### src/rtl/uart_responder.sv
`timescale 1ns/1ps
// uart_responder
// ---------------------------------------------------------------------------
// Target-side UART peer for the CPU request interface. CPU writes are
// serialised onto tx as 8N1 frames (LSB first). Frames arriving on rx are
// deserialised into a small circular receive FIFO that CPU read requests
// drain one byte at a time.
//
// Parameters
//   CLKS_PER_BIT : clock cycles per serial bit (>= 4)
//   FIFO_DEPTH   : receive FIFO entries (power of 2, >= 2)
//
// Ports
//   clk            : system clock, all logic on posedge
//   reset          : asynchronous, active-low reset
//   rx             : serial receive line, idle high, asynchronous to clk
//   tx             : serial transmit line, idle high
//   uartReadReq    : CPU level request for one received byte
//   uartReadAck    : one-cycle acknowledge, uartReadData valid with it
//   uartReadData   : received byte, holds its value between acks
//   uartWriteReq   : one-cycle write strobe, honoured while uartWriteReady
//   uartWriteData  : byte to send, sampled with uartWriteReq
//   uartWriteReady : transmitter idle and able to accept a byte
//   rxOverrun      : sticky, a received byte was dropped on a full FIFO
// ---------------------------------------------------------------------------
module uart_responder #(
    parameter int CLKS_PER_BIT = 868,
    parameter int FIFO_DEPTH   = 4
) (
    input  logic       clk,
    input  logic       reset,
    input  logic       rx,
    output logic       tx,
    input  logic       uartReadReq,
    output logic       uartReadAck,
    output logic [7:0] uartReadData,
    input  logic       uartWriteReq,
    input  logic [7:0] uartWriteData,
    output logic       uartWriteReady,
    output logic       rxOverrun
);

    localparam int CNT_W = $clog2(CLKS_PER_BIT);
    localparam int AW    = $clog2(FIFO_DEPTH);

    localparam logic [CNT_W-1:0] CNT_ONE  = CNT_W'(1);
    localparam logic [CNT_W-1:0] CNT_LAST = CNT_W'(CLKS_PER_BIT - 1);
    localparam logic [CNT_W-1:0] CNT_HALF = CNT_W'(CLKS_PER_BIT / 2);
    localparam logic [AW:0]      PTR_ONE  = {{AW{1'b0}}, 1'b1};

    typedef enum logic [1:0] {
        RX_IDLE,
        RX_START,
        RX_DATA,
        RX_STOP
    } rx_state_t;

    typedef enum logic [1:0] {
        TX_IDLE,
        TX_START,
        TX_DATA,
        TX_STOP
    } tx_state_t;

    // -----------------------------------------------------------------------
    // rx synchroniser: idle-high reset value keeps the receiver from seeing
    // a phantom start bit as reset is released.
    // -----------------------------------------------------------------------
    logic rx_meta;
    logic rx_sync;

    // NOTE: sequential state is always updated with non-blocking assignments
    // so every flop samples pre-edge values regardless of block ordering.
    always_ff @(posedge clk or negedge reset) begin
        if (!reset) begin
            rx_meta <= 1'b1;
            rx_sync <= 1'b1;
        end else begin
            rx_meta <= rx;
            rx_sync <= rx_meta;
        end
    end

    // -----------------------------------------------------------------------
    // Receive FSM
    // -----------------------------------------------------------------------
    rx_state_t        rx_state_q, rx_state_d;
    logic [CNT_W-1:0] rx_cnt_q, rx_cnt_d;
    logic [2:0]       rx_bit_q, rx_bit_d;
    logic [7:0]       rx_shift_q, rx_shift_d;
    logic             rx_done;     // good stop bit seen, rx_shift_q holds the byte

    always_ff @(posedge clk or negedge reset) begin
        if (!reset) begin
            rx_state_q <= RX_IDLE;
            rx_cnt_q   <= '0;
            rx_bit_q   <= '0;
            rx_shift_q <= '0;
        end else begin
            rx_state_q <= rx_state_d;
            rx_cnt_q   <= rx_cnt_d;
            rx_bit_q   <= rx_bit_d;
            rx_shift_q <= rx_shift_d;
        end
    end

    // NOTE: every signal assigned in a combinational block gets a default
    // first, so no path through the case statement can infer a latch.
    always_comb begin
        rx_state_d = rx_state_q;
        rx_cnt_d   = rx_cnt_q;
        rx_bit_d   = rx_bit_q;
        rx_shift_d = rx_shift_q;
        rx_done    = 1'b0;

        case (rx_state_q)
            RX_IDLE: begin
                if (!rx_sync) begin
                    rx_state_d = RX_START;
                    rx_cnt_d   = '0;
                end
            end

            RX_START: begin
                // Re-check half a bit in; a line back high means a glitch.
                if (rx_cnt_q == CNT_HALF) begin
                    if (rx_sync) begin
                        rx_state_d = RX_IDLE;
                    end else begin
                        rx_state_d = RX_DATA;
                        rx_cnt_d   = '0;
                        rx_bit_d   = '0;
                    end
                end else begin
                    rx_cnt_d = rx_cnt_q + CNT_ONE;
                end
            end

            RX_DATA: begin
                // Counter is now aligned to mid-bit; shift right so bit 0,
                // which arrives first, ends up in the LSB.
                if (rx_cnt_q == CNT_LAST) begin
                    rx_cnt_d   = '0;
                    rx_shift_d = {rx_sync, rx_shift_q[7:1]};
                    rx_bit_d   = rx_bit_q + 3'd1;
                    if (rx_bit_q == 3'd7) begin
                        rx_state_d = RX_STOP;
                    end
                end else begin
                    rx_cnt_d = rx_cnt_q + CNT_ONE;
                end
            end

            RX_STOP: begin
                // A low stop bit is a framing error: the byte is dropped
                // silently and does not count as an overrun.
                if (rx_cnt_q == CNT_LAST) begin
                    rx_state_d = RX_IDLE;
                    rx_cnt_d   = '0;
                    rx_done    = rx_sync;
                end else begin
                    rx_cnt_d = rx_cnt_q + CNT_ONE;
                end
            end

            default: begin
                rx_state_d = RX_IDLE;
            end
        endcase
    end

    // -----------------------------------------------------------------------
    // Receive FIFO and CPU read handshake
    // Pointers carry one extra wrap bit: equal pointers mean empty, equal
    // index with differing wrap bits means full.
    // -----------------------------------------------------------------------
    logic [7:0]  fifo_mem [FIFO_DEPTH];
    logic [AW:0] wr_ptr;
    logic [AW:0] rd_ptr;
    logic        fifo_empty;
    logic        fifo_full;
    logic        read_fire;
    logic        push_ok;

    assign fifo_empty = (wr_ptr == rd_ptr);
    assign fifo_full  = (wr_ptr[AW] != rd_ptr[AW]) &&
                        (wr_ptr[AW-1:0] == rd_ptr[AW-1:0]);

    // The previous-cycle ack blocks a second pop while the CPU is still
    // dropping its request.
    assign read_fire = uartReadReq && !fifo_empty && !uartReadAck;

    // A pop in the same cycle frees the slot the push is about to use.
    assign push_ok = rx_done && (!fifo_full || read_fire);

    // NOTE: the FIFO storage has no reset; the pointers alone define which
    // entries are valid, so clearing the array would only cost logic.
    always_ff @(posedge clk) begin
        if (push_ok) begin
            fifo_mem[wr_ptr[AW-1:0]] <= rx_shift_q;
        end
    end

    always_ff @(posedge clk or negedge reset) begin
        if (!reset) begin
            wr_ptr       <= '0;
            rd_ptr       <= '0;
            uartReadAck  <= 1'b0;
            uartReadData <= '0;
            rxOverrun    <= 1'b0;
        end else begin
            uartReadAck <= read_fire;
            if (read_fire) begin
                uartReadData <= fifo_mem[rd_ptr[AW-1:0]];
                rd_ptr       <= rd_ptr + PTR_ONE;
            end
            if (push_ok) begin
                wr_ptr <= wr_ptr + PTR_ONE;
            end
            if (rx_done && fifo_full && !read_fire) begin
                rxOverrun <= 1'b1;
            end
        end
    end

    // -----------------------------------------------------------------------
    // Transmit FSM
    // tx is registered so the line never glitches; the byte is shifted right
    // as each data bit completes so the next bit is always tx_shift_q[1].
    // -----------------------------------------------------------------------
    tx_state_t        tx_state_q, tx_state_d;
    logic [CNT_W-1:0] tx_cnt_q, tx_cnt_d;
    logic [2:0]       tx_bit_q, tx_bit_d;
    logic [7:0]       tx_shift_q, tx_shift_d;
    logic             tx_q, tx_d;

    always_ff @(posedge clk or negedge reset) begin
        if (!reset) begin
            tx_state_q <= TX_IDLE;
            tx_cnt_q   <= '0;
            tx_bit_q   <= '0;
            tx_shift_q <= '0;
            tx_q       <= 1'b1;
        end else begin
            tx_state_q <= tx_state_d;
            tx_cnt_q   <= tx_cnt_d;
            tx_bit_q   <= tx_bit_d;
            tx_shift_q <= tx_shift_d;
            tx_q       <= tx_d;
        end
    end

    always_comb begin
        tx_state_d = tx_state_q;
        tx_cnt_d   = tx_cnt_q;
        tx_bit_d   = tx_bit_q;
        tx_shift_d = tx_shift_q;
        tx_d       = tx_q;

        case (tx_state_q)
            TX_IDLE: begin
                tx_d = 1'b1;
                if (uartWriteReq) begin
                    tx_state_d = TX_START;
                    tx_cnt_d   = '0;
                    tx_shift_d = uartWriteData;
                    tx_d       = 1'b0;
                end
            end

            TX_START: begin
                if (tx_cnt_q == CNT_LAST) begin
                    tx_state_d = TX_DATA;
                    tx_cnt_d   = '0;
                    tx_bit_d   = '0;
                    tx_d       = tx_shift_q[0];
                end else begin
                    tx_cnt_d = tx_cnt_q + CNT_ONE;
                end
            end

            TX_DATA: begin
                if (tx_cnt_q == CNT_LAST) begin
                    tx_cnt_d = '0;
                    if (tx_bit_q == 3'd7) begin
                        tx_state_d = TX_STOP;
                        tx_d       = 1'b1;
                    end else begin
                        tx_bit_d   = tx_bit_q + 3'd1;
                        tx_shift_d = {1'b0, tx_shift_q[7:1]};
                        tx_d       = tx_shift_q[1];
                    end
                end else begin
                    tx_cnt_d = tx_cnt_q + CNT_ONE;
                end
            end

            TX_STOP: begin
                tx_d = 1'b1;
                if (tx_cnt_q == CNT_LAST) begin
                    tx_state_d = TX_IDLE;
                    tx_cnt_d   = '0;
                end else begin
                    tx_cnt_d = tx_cnt_q + CNT_ONE;
                end
            end

            default: begin
                tx_state_d = TX_IDLE;
                tx_d       = 1'b1;
            end
        endcase
    end

    assign tx             = tx_q;
    assign uartWriteReady = (tx_state_q == TX_IDLE);

endmodule

### config.mk
export PLATFORM = sky130hd
export DESIGN_NAME = uart_responder
export DESIGN_NICKNAME = d
export VERILOG_FILES = /design/src/rtl/uart_responder.sv
export SDC_FILE = /design/constraint.sdc
export NUM_CORES = 1
export LEC_CHECK = 0
export ABC_AREA = 1
export ABC_CLOCK_PERIOD_IN_PS = 4150
export BUFFER_PORTS_ARGS = -buffer_cell sky130_fd_sc_hd__buf_2
export CAP_MARGIN = 15
export CORE_MARGIN = 2
export CORE_UTILIZATION = 50
export CTS_CLUSTER_SIZE = 25
export DETAILED_ROUTE_END_ITERATION = 7
export GPL_TIMING_DRIVEN = 0
export HOLD_SLACK_MARGIN = 0.03
export PLACE_DENSITY_LB_ADDON = 0.1
export SLEW_MARGIN = 10
export SYNTH_ARGS = -nofsm -noshare
export SYNTH_HDL_FRONTEND = slang
export SYNTH_SLANG_ARGS = --single-unit
### constraint.sdc
create_clock -name clk -period 4.15 [get_ports clk]
set_input_delay 0.2075 -clock clk [delete_from_list [all_inputs] [get_ports clk]]
set_output_delay 0.2075 -clock clk [all_outputs]
set_load 0.05 [all_outputs]
==> flow_metrics.py, run 1 <==
metrics = {
    "run_status": {
        "status": "finished clean",
    },
    "timing": {
        "drv_slew": 0,
        "hold_ws_ns": 0.1044,
        "final_hold_viol_count": 0,
        "rsz0062_at_grt": "no",
        "period_share_pct": 58.48,
        "fmax_ghz": 0.4121,
        "setup_ws_ns": 1.723,
        "slew-limit-headroom_pct": 48.58,
        "fin_tns_setup_ns": 0,
        "setup_viol": 0,
        "tightest_slew_ns": 0.7685,
        "skew_ns": 0.01031,
        "period_minus_slack_ns": 2.427,
    },
    "die": {
        "initial_core_util_pct": 51.11,
        "ios": 25,
        "die_area_sq_um": 10150,
        "fp.dieW_microns": 100.7,
        "core_area_sq_um": 9153,
        "die-height_microns": 100.7,
        "rows": 35,
    },
    "global_routing": {
        "grt_max_degree": 65,
        "grt_usage_pct": 18.53,
        "grt-ovfl-total": 0,
        "grt_first_pass_wirelength_microns": 14970,
        "antenna_found_initial": 0,
        "first_global_vias": 3346,
    },
    "critical_path": {
        "crit-reg2reg-launch": "rx_cnt_q[0]",
        "r2r_slack_ns": 1.72,
        "startpoint": "rx_cnt_q[0]",
        "worstSetupEndpointType": "register",
        "critPathLaunchType": "register",
        "rr_endpoint": "fifo_mem[2][3]",
        "path_common_cell": "nor2_1",
        "reg2reg_depth": 7,
        "cp_cell_sequence": "ha_1 > nand2_1 > nor2_1 > nand3_2 > nor3_4 > nand2_2 > nor2_1",
        "cp.required_ns": 4.15,
        "arrival_ns": 2.43,
        "crit_type": "register to register",
        "cp_max_fo": 8,
        "endpoint": "fifo_mem[2][3]",
        "cp_slowest_cell": "nor2_1",
        "cpPeakStageDelay_ns": 0.62,
    },
    "power_and_ir_drop": {
        "internal-power_mw": 1.468,
        "p_switching_mw": 0.7174,
        "worst_ir_drop_vdd_mv": 0.3666,
        "power.share.clock_pct": 26.8,
        "combinationalPowerShare_pct": 22.9,
        "power_leakage_nw": 2.531,
        "p_sw_share_pct": 32.83,
        "p_per_area_nw_per_um2": 422.7,
        "p_seq_share_pct": 50.3,
    },
    "synthesis": {
        "synth-async-reset-ratio_pct": 67.01,
        "yosysUniqueCellTypes": 40,
        "synth_ff_type": "dfrtp_1",
        "syn_avg_cell_area_sq_um": 9.489,
        "synth.cell_area_sq_um": 4678,
        "ys_ff_latch": 97,
        "yosys_warnings": 0,
        "syn-num-nets": 523,
        "synthCells": 493,
        "synth_edf_count": 32,
        "yosysSeqAreaShare_pct": 55.39,
    },
    "cts": {
        "cts_root_buf": "clkbuf_8",
        "clock_path_buffers": 2,
        "post_cts_resize_count": 0,
        "post_cts_buffers": 0,
        "cts_sinks": 97,
        "path_clk_slew_ns": 0.10,
        "worstSkewPairLatency_ns": 0.36,
        "cts-htree-levels": 3,
        "cts_buffers": 9,
        "cts_tree": "yes",
        "cts_hold_buffers": 2,
    },
    "worst_hold_path": {
        "hold_class": "input pin to register",
        "worstHoldStart": "uartWriteData[7]",
    },
    "route": {
        "wl_microns": 8418,
        "drt-vias-per-instance": 5.090,
        "first_pass_iters": 4,
        "postRouteAntennaNets": 0,
        "drt_iter0_drc": 122,
        "drcViolationCount": 0,
        "dr_total_vias": 3293,
        "wire_per_inst_microns": 13.01,
    },
    "place": {
        "placed_cell_area_sq_um": 4967,
        "io_buffers": 24,
        "place.gp.congestion": 0.8452,
        "dp_slack_ns": 1.708,
        "dp_hpwl_microns": 5783,
    },
    "cells_and_area": {
        "nFillCells": 822,
        "drive_above_1_share_pct": 14.55,
        "multiInputGateArea_sq_um": 1795,
        "utilization_pct": 56.49,
        "syn_to_final_growth_pct": 10.51,
        "regArea_sq_um": 2591,
        "finalInstanceArea_sq_um": 5170,
        "diodes": 0,
        "nets": 561,
    },
    "flow_run": {
        "cap_violations": 0,
    },
}
placed cells by master, fill, tap and decap left out, types with 2 or more instances in the layout:
master / count
a21oi_1: 10
buf_2: 25
buf_4: 4
buf_6: 6
clkbuf_1: 2
clkbuf_8: 9
dfrtp_1: 62
dfstp_2: 3
dlygate4sd3_1: 2
edfxtp_1: 32
ha_1: 17
inv_1: 44
inv_2: 4
inv_6: 4
mux2i_1: 14
nand2_1: 127
nand2_2: 4
nand3_1: 41
nand3_2: 2
nand4_1: 3
nor2_1: 47
nor3_1: 2
nor3b_1: 2
o21ai_0: 23
o21ai_1: 4
o21ai_2: 7
o22ai_1: 9
xnor2_1: 4
xor2_1: 5
flip-flops by register name, summed over array words and instances (netlist names), 8 cells and up, named ones only:
register,flops
tx_shift_q,8
tx_cnt_q,10
fifo_mem,32
uartReadData,8
rx_cnt_q,10
rx_shift_q,8
synthesized netlist by cell type, types with 2 or more instances:
cell / n / area share, %
a21oi_1: 10 / 1.1
buf_2: 2 / 0.21
buf_4: 3 / 0.48
buf_6: 6 / 1.4
clkbuf_1: 2 / 0.16
dfrtp_1: 62 / 33
dfstp_2: 3 / 1.7
edfxtp_1: 32 / 21
ha_1: 17 / 4.5
inv_1: 44 / 3.5
inv_2: 4 / 0.32
mux2i_1: 14 / 3.0
nand2_1: 127 / 10
nand2_2: 4 / 0.53
nand3_1: 41 / 4.4
nand3_2: 2 / 0.43
nand4_1: 3 / 0.40
nor2_1: 47 / 3.8
nor3_1: 2 / 0.21
nor3b_1: 2 / 0.32
o21ai_0: 23 / 2.5
o21ai_1: 4 / 0.43
o21ai_2: 7 / 1.3
o22ai_1: 9 / 1.2
xnor2_1: 4 / 0.75
xor2_1: 5 / 0.94
routing by layer:
layer / global-route usage [%] / vias to the layer above / share of wire, %
met5: 0 / - / 0
met4: 6.744 / 0 / 1.6
met3: 3.745 / 12 / 2.4
met2: 31.13 / 44 / 47
met1: 23.83 / 1540 / 49
li1: - / 1697 / -
worst min path at each step:
stage	to	slack, ns	cells past startpoint
2_1_floorplan	asynchronous set/reset pin	-0.09	0
3_3_place_gp	rx_meta	0.32	1
3_5_place_dp	tx_cnt_q[6]	0.006	1
4_1_cts	tx_shift_q[7]	0.10	3
5_1_grt	tx_shift_q[7]	0.13	3
6_report	tx_shift_q[7]	0.10	3
kinds of logic after synthesis:
logic type | count (synthesis) | synth area share, %
simple gates | 236 | 21.88
compound gates | 58 | 7.275
flops | 97 | 55.39
fa+ha+maj | 17 | 4.547
mux | 14 | 2.995
buf+inv | 62 | 6.231
xor+xnor | 9 | 1.685
through the flow:
step                      total power, mW  instances
after floorplan                     1.510        493
after global placement              1.607        628
after detailed placement            1.624        629
after CTS                           2.216        647
after global routing                2.327        647
final                               2.185        647
critical path: cells and delay by family (launching register included):
| kind | cells | cell delay [ns] |
|---|---|---|
| adders and majority gates | 1 | 0.25 |
| and+or+nand+nor | 6 | 1.40 |
| DFF | 1 | 0.42 |
cell type report:
class                      instances  share of cell area, %
inverter                          49                  3.558
multi-input combinational        334                  34.73
clock inverter                     7                  1.137
clock buffer                       9                  2.396
buffer                            13                  2.081
timing repair buffer              27                  3.291
tap                              111                  2.686
sequential                        97                  50.12
power by group through the flow:
stage	Clock, mW	Sequential [mW]	Combinational (mW)
global placement	0	1.12	0.491
global route	0.641	1.11	0.578
floorplan	0	1.13	0.383
detailed placement	0	1.12	0.506
finish	0.586	1.10	0.500
CTS	0.608	1.10	0.510
Power figures use the tool's default switching activity.
==> inputs of run 2 (changes only) <==
Settings changed: ABC_CLOCK_PERIOD_IN_PS 4150 to 2180.
Clock period 4.15 ns to 2.18 ns, I/O delays scaled along.
==> run 2 against run 1 <==
Against the previous run: non-clock buffer count up 9; critical path depth unchanged; first-iteration DRC count down 7.4%; clock power is 91% higher.
==> flow_metrics.py, run 2 (synthesis gave the netlist of run 1 again) <==
metrics = {
    "critical_path": {
        "worstSetupEndpointType": "register",
        "cp_max_fo": 8,
        "crit_type": "register to register",
        "cp_slowest_cell": "dfrtp_1",
        "arrival_ns": 2.10,
        "path_delay_family": "simple AND/OR/NAND/NOR gates",
        "cp.required_ns": 2.22,
        "cpPeakStageDelay_ns": 0.40,
        "cp_cell_sequence": "ha_2 > nand2_1 > nor2_1 > nand3_2 > nor3_4 > nand2_4 > nor2_4",
        "critPathLaunchType": "register",
        "path_buf_inv": 0,
    },
    "cts": {
        "cts_tree": "yes",
        "clock_path_buffers": 2,
        "cts_root_buf": "clkbuf_8",
        "cts_sinks": 97,
        "cts_buffers": 9,
        "path_clk_slew_ns": 0.10,
        "cts-htree-levels": 3,
        "worstSkewPairLatency_ns": 0.36,
    },
    "place": {
        "dp_hpwl_microns": 5783,
        "place.gp.congestion": 0.8452,
        "dpl.cell_count": 629,
        "io_buffers": 24,
        "placed_cell_area_sq_um": 4967,
    },
    "route": {
        "drt-vias-per-instance": 5.090,
        "wl_microns": 8613,
        "wire_per_inst_microns": 13.13,
        "first_pass_iters": 4,
        "dr_total_vias": 3339,
        "drcViolationCount": 0,
        "drt_iter0_drc": 113,
        "postRouteAntennaNets": 0,
    },
    "global_routing": {
        "grt-ovfl-total": 0,
        "antenna_found_initial": 0,
        "grt_max_degree": 65,
        "first_global_vias": 3357,
        "grt_first_pass_wirelength_microns": 15040,
        "grt_usage_pct": 18.61,
    },
    "cells_and_area": {
        "fin_cells": 656,
        "finalInstanceArea_sq_um": 5305,
        "nets": 570,
        "syn_to_final_growth_pct": 13.40,
        "final_common_cell": "nand2_1",
        "largest_reg_flops": 32,
        "final_cell_mix": "127 x nand2_1, 62 x dfrtp_1, 44 x inv_1",
        "drive_above_1_share_pct": 16.51,
        "diodes": 0,
    },
    "flow_run": {
        "cap_violations": 0,
    },
    "power_and_ir_drop": {
        "power_leakage_nw": 2.581,
        "totalPowerFinal_mw": 4.166,
        "worst_ir_drop_vdd_mv": 0.6999,
        "p_per_area_nw_per_um2": 785.2,
    },
    "timing": {
        "hold_ws_ns": 0.04003,
        "tightest_slew_ns": 0.4876,
        "slew-limit-headroom_pct": 67.50,
        "period_share_pct": 94.20,
        "fmax_ghz": 0.4870,
        "fin_tns_setup_ns": 0,
        "drv_slew": 0,
        "final_hold_viol_count": 0,
        "setup_viol": 0,
        "period_minus_slack_ns": 2.054,
        "skew_ns": 0.009066,
    },
    "die": {
        "die-height_microns": 100.7,
        "fp.dieW_microns": 100.7,
        "core_area_sq_um": 9153,
        "rows": 35,
        "ios": 25,
        "die_area_sq_um": 10150,
        "initial_core_util_pct": 51.11,
    },
    "run_status": {
        "status": "finished clean",
    },
    "worst_hold_path": {
        "hold_class": "input pin to register",
    },
}
[run 2: cell count changes in the layout (fill, tap and decap cells not counted), sizes merged]
cell	previous run	this run
dlygate4sd3	2	4
buf	36	43
[run 2: what timing repair did]
| item | 4_1_cts | 5_1_grt |
|---|---|---|
| pin swaps | 0 | 5 |
| resized for setup | 4 | 6 |
| endpoints found under the hold margin | 66 | 0 |
| hold buffers | 4 | 0 |
| buffers inserted | 0 | 7 |
| endpoints found under the setup margin | 32 | 32 |
[run 2: where the power goes]
group	internal [mW]	switching, mW	leakage [nW]
clock network	0.438	0.678	0.0929
registers	2.01	0.0802	1.23
logic	0.348	0.610	1.26
[run 2: worst min-delay path: stages]
cell     delay (ns)
buf_2          0.07
mux2i_1        0.06
o21ai_2        0.12
[run 2: final timing paths]
| kind | slack, ns | to | start | depth (start not counted) |
|---|---|---|---|---|
| worst min register to register | 0.36 | rx_sync | rx_meta | 0 |
| worst max-delay path | 0.13 | fifo_mem[0][7] | rx_cnt_q[1] | 7 |
| worst max register to register | 0.13 | fifo_mem[0][7] | rx_cnt_q[1] | 7 |
| min in group asynchronous | 0.07 | tx_cnt_q[6] | reset | 2 |
| worst min-delay path | 0.04 | tx_shift_q[1] | uartWriteData[1] | 3 |
| max in group asynchronous | 1.57 | rx_meta | reset | 3 |
[run 2: cell type report]
type / instances / area (sq um)
fill: 807 / 3847
tap: 111 / 138.9
sequential: 97 / 2591
timing repair buffer: 36 / 267.8
clock inverter: 7 / 58.81
buffer: 13 / 107.6
clock buffer: 9 / 123.9
multi-input combinational: 334 / 1833
inverter: 49 / 183.9
[run 2: metal layers]
metal  GRT usage (%)  up-vias  wire length [microns]
li1                -     1712                      -
met1           23.92     1567                   4259
met2           31.28       50                   4039
met3           3.745       10                    197
met4           6.744        0                    116
met5               0        -                      0
[run 2: stage by stage]
stage               utilization [%]  worst slack, ns
detailed placement            54.27          -0.2622
global placement              53.94          -0.2858
floorplan                         -           0.2379
CTS                           56.81         -0.07569
finish                        57.96           0.1265
global route                  57.96         -0.01202
==> inputs of run 3 (changes only) <==
Settings changed: PLACE_DENSITY set to 0.72, PLACE_DENSITY_LB_ADDON 0.1 to not set.
==> run 3 against run 2 <==
Against the previous run: worst setup slack improved by 0.021 ns; routed wire length down 6.2%; critical endpoint is now fifo_mem[3][3]; utilization is 0.38 points lower; combinational power fell by 1%; highest routed layer unchanged; largest power group unchanged; clock skew grew 0.0073 ns; sequential share of layout area is 0.35 points higher; non-clock buffer count is 4 lower.
==> flow_metrics.py, run 3 (synthesis gave the netlist of run 1 again) <==
metrics = {
    "run_status": {
        "status": "finished clean",
    },
    "place": {
        "dp_hpwl_microns": 5603,
        "dp_slack_ns": -0.2598,
        "place.gp.congestion": 0.9060,
        "placed_cell_area_sq_um": 4967,
        "io_buffers": 24,
        "dpl.cell_count": 629,
    },
    "cts": {
        "cts-htree-levels": 3,
        "worstSkewPairLatency_ns": 0.36,
        "cts_root_buf": "clkbuf_8",
        "cts_buffers": 9,
        "cts_tree": "yes",
        "path_clk_slew_ns": 0.09,
        "clock_path_buffers": 2,
        "cts_sinks": 97,
    },
    "cells_and_area": {
        "finalInstanceArea_sq_um": 5270,
        "largest_reg_flops": 32,
        "nFillCells": 791,
        "final_common_cell": "nand2_1",
        "fin_cells": 652,
        "diodes": 0,
        "syn_to_final_growth_pct": 12.65,
        "drive_above_1_share_pct": 16.27,
        "regArea_sq_um": 2592,
        "nets": 566,
        "final_cell_mix": "127 x nand2_1, 61 x dfrtp_1, 44 x inv_1",
        "multiInputGateArea_sq_um": 1843,
    },
    "route": {
        "dr_total_vias": 3355,
        "drcViolationCount": 0,
        "drt-vias-per-instance": 5.146,
        "wire_per_inst_microns": 12.40,
        "first_pass_iters": 4,
        "wl_microns": 8082,
        "postRouteAntennaNets": 0,
        "drt_iter0_drc": 116,
    },
    "timing": {
        "period_share_pct": 93.23,
        "hold_ws_ns": 0.04645,
        "rsz0062_at_grt": "no",
        "fin_tns_setup_ns": 0,
        "setup_viol": 0,
        "fmax_ghz": 0.4920,
        "slew-limit-headroom_pct": 67.37,
        "setup_ws_ns": 0.1476,
        "final_hold_viol_count": 0,
        "tightest_slew_ns": 0.4894,
        "period_minus_slack_ns": 2.032,
        "skew_ns": 0.01632,
        "drv_slew": 0,
    },
    "critical_path": {
        "crit_type": "register to register",
        "cp_slowest_cell": "dfrtp_1",
        "cp_max_fo": 8,
        "path_buf_inv": 0,
        "cpPeakStageDelay_ns": 0.44,
        "cp.required_ns": 2.22,
        "cp_cell_sequence": "ha_4 > nand2_1 > nor2_1 > nand3_2 > nor3_4 > nand2_4 > nor2_4",
        "path_delay_family": "simple AND/OR/NAND/NOR gates",
        "worstSetupEndpointType": "register",
        "critPathLaunchType": "register",
        "arrival_ns": 2.07,
    },
    "global_routing": {
        "antenna_found_initial": 0,
        "grt-ovfl-total": 0,
        "grt_usage_pct": 17.24,
        "grt_max_degree": 66,
        "first_global_vias": 3248,
        "grt_first_pass_wirelength_microns": 14100,
    },
    "flow_run": {
        "cap_violations": 0,
    },
    "die": {
        "die-height_microns": 100.7,
        "rows": 35,
        "fp.dieW_microns": 100.7,
        "die_area_sq_um": 10150,
        "core_area_sq_um": 9153,
        "ios": 25,
        "initial_core_util_pct": 51.11,
    },
    "power_and_ir_drop": {
        "p_per_area_nw_per_um2": 790.1,
        "worst_ir_drop_vdd_mv": 0.3590,
        "power_leakage_nw": 2.555,
    },
    "worst_hold_path": {
        "hold_class": "input pin to register",
    },
}
run 3: changes by cell type in the layout (fill, tap and decap cells not counted):
cell | before | now
buf_12 | 2 | 0
buf_4 | 9 | 8
clkinv_2 | 1 | 0
clkinv_4 | 0 | 1
clkinv_8 | 0 | 1
dfrtp_1 | 62 | 61
dfrtp_2 | 0 | 1
dlygate4sd3_1 | 4 | 3
ha_2 | 1 | 0
ha_4 | 0 | 1
inv_6 | 4 | 3
run 3: path summary, 6_finish.rpt:
check                                 start              to  slack (ns)  depth (start not counted)
setup / recovery                rx_cnt_q[1]  fifo_mem[3][3]        0.15                          7
min in group asynchronous             reset   tx_shift_q[5]        0.26                          3
max in group asynchronous             reset              tx        1.58                          3
setup reg to reg                rx_cnt_q[1]  fifo_mem[3][3]        0.15                          7
hold reg to reg                     rx_meta         rx_sync        0.37                          0
hold / removal             uartWriteData[6]   tx_shift_q[6]        0.05                          3
run 3: report_power, final:
| group | internal, mW | total (mW) | switching [mW] |
|---|---|---|---|
| clock | 0.447 | 1.13 | 0.681 |
| combinational | 0.346 | 0.945 | 0.599 |
| sequential | 2.01 | 2.09 | 0.0796 |
run 3: cell type report:
type                            count  area share (%)
Sequential cell                    97           49.19
Multi-Input combinational cell    334           34.97
Timing Repair Buffer               32           3.989
Inverter                           49           3.490
Tap cell                          111           2.635
Clock buffer                        9           2.350
Buffer                             13           2.042
Clock inverter                      7           1.330
run 3: worst reg2reg max path, delay by kind of cell (launching register included):
kind / cells / cell delay [ns]
AND/OR/NAND/NOR: 6 / 1.09
flip-flops: 1 / 0.44
adder cells (fa/ha/maj): 1 / 0.18
run 3: timing repair:
action | 4_1_cts | 5_1_grt
gates resized for setup | 4 | 8
pin swaps | 0 | 5
setup buffers | 0 | 4
setup endpoints to repair | 32 | 32
endpoints found under the hold margin | 67 | 0
hold buffers | 3 | 0
run 3: per-layer routing:
metal  track usage [%]  vias to the layer above  wire, microns
li1                  -                     1701              -
met1             22.36                     1599           3906
met2             29.08                       44           3863
met3             2.497                       11            179
met4             7.060                        0            133
met5                 0                        -              0
run 3: per-stage QoR:
| step | power (mW) | utilization, % |
|---|---|---|
| 2_1_floorplan | 2.875 | - |
| 3_3_place_gp | 3.047 | 53.94 |
| 3_5_place_dp | 3.079 | 54.27 |
| 4_1_cts | 4.206 | 56.83 |
| 5_1_grt | 4.409 | 57.58 |
| 6_report | 4.164 | 57.58 |
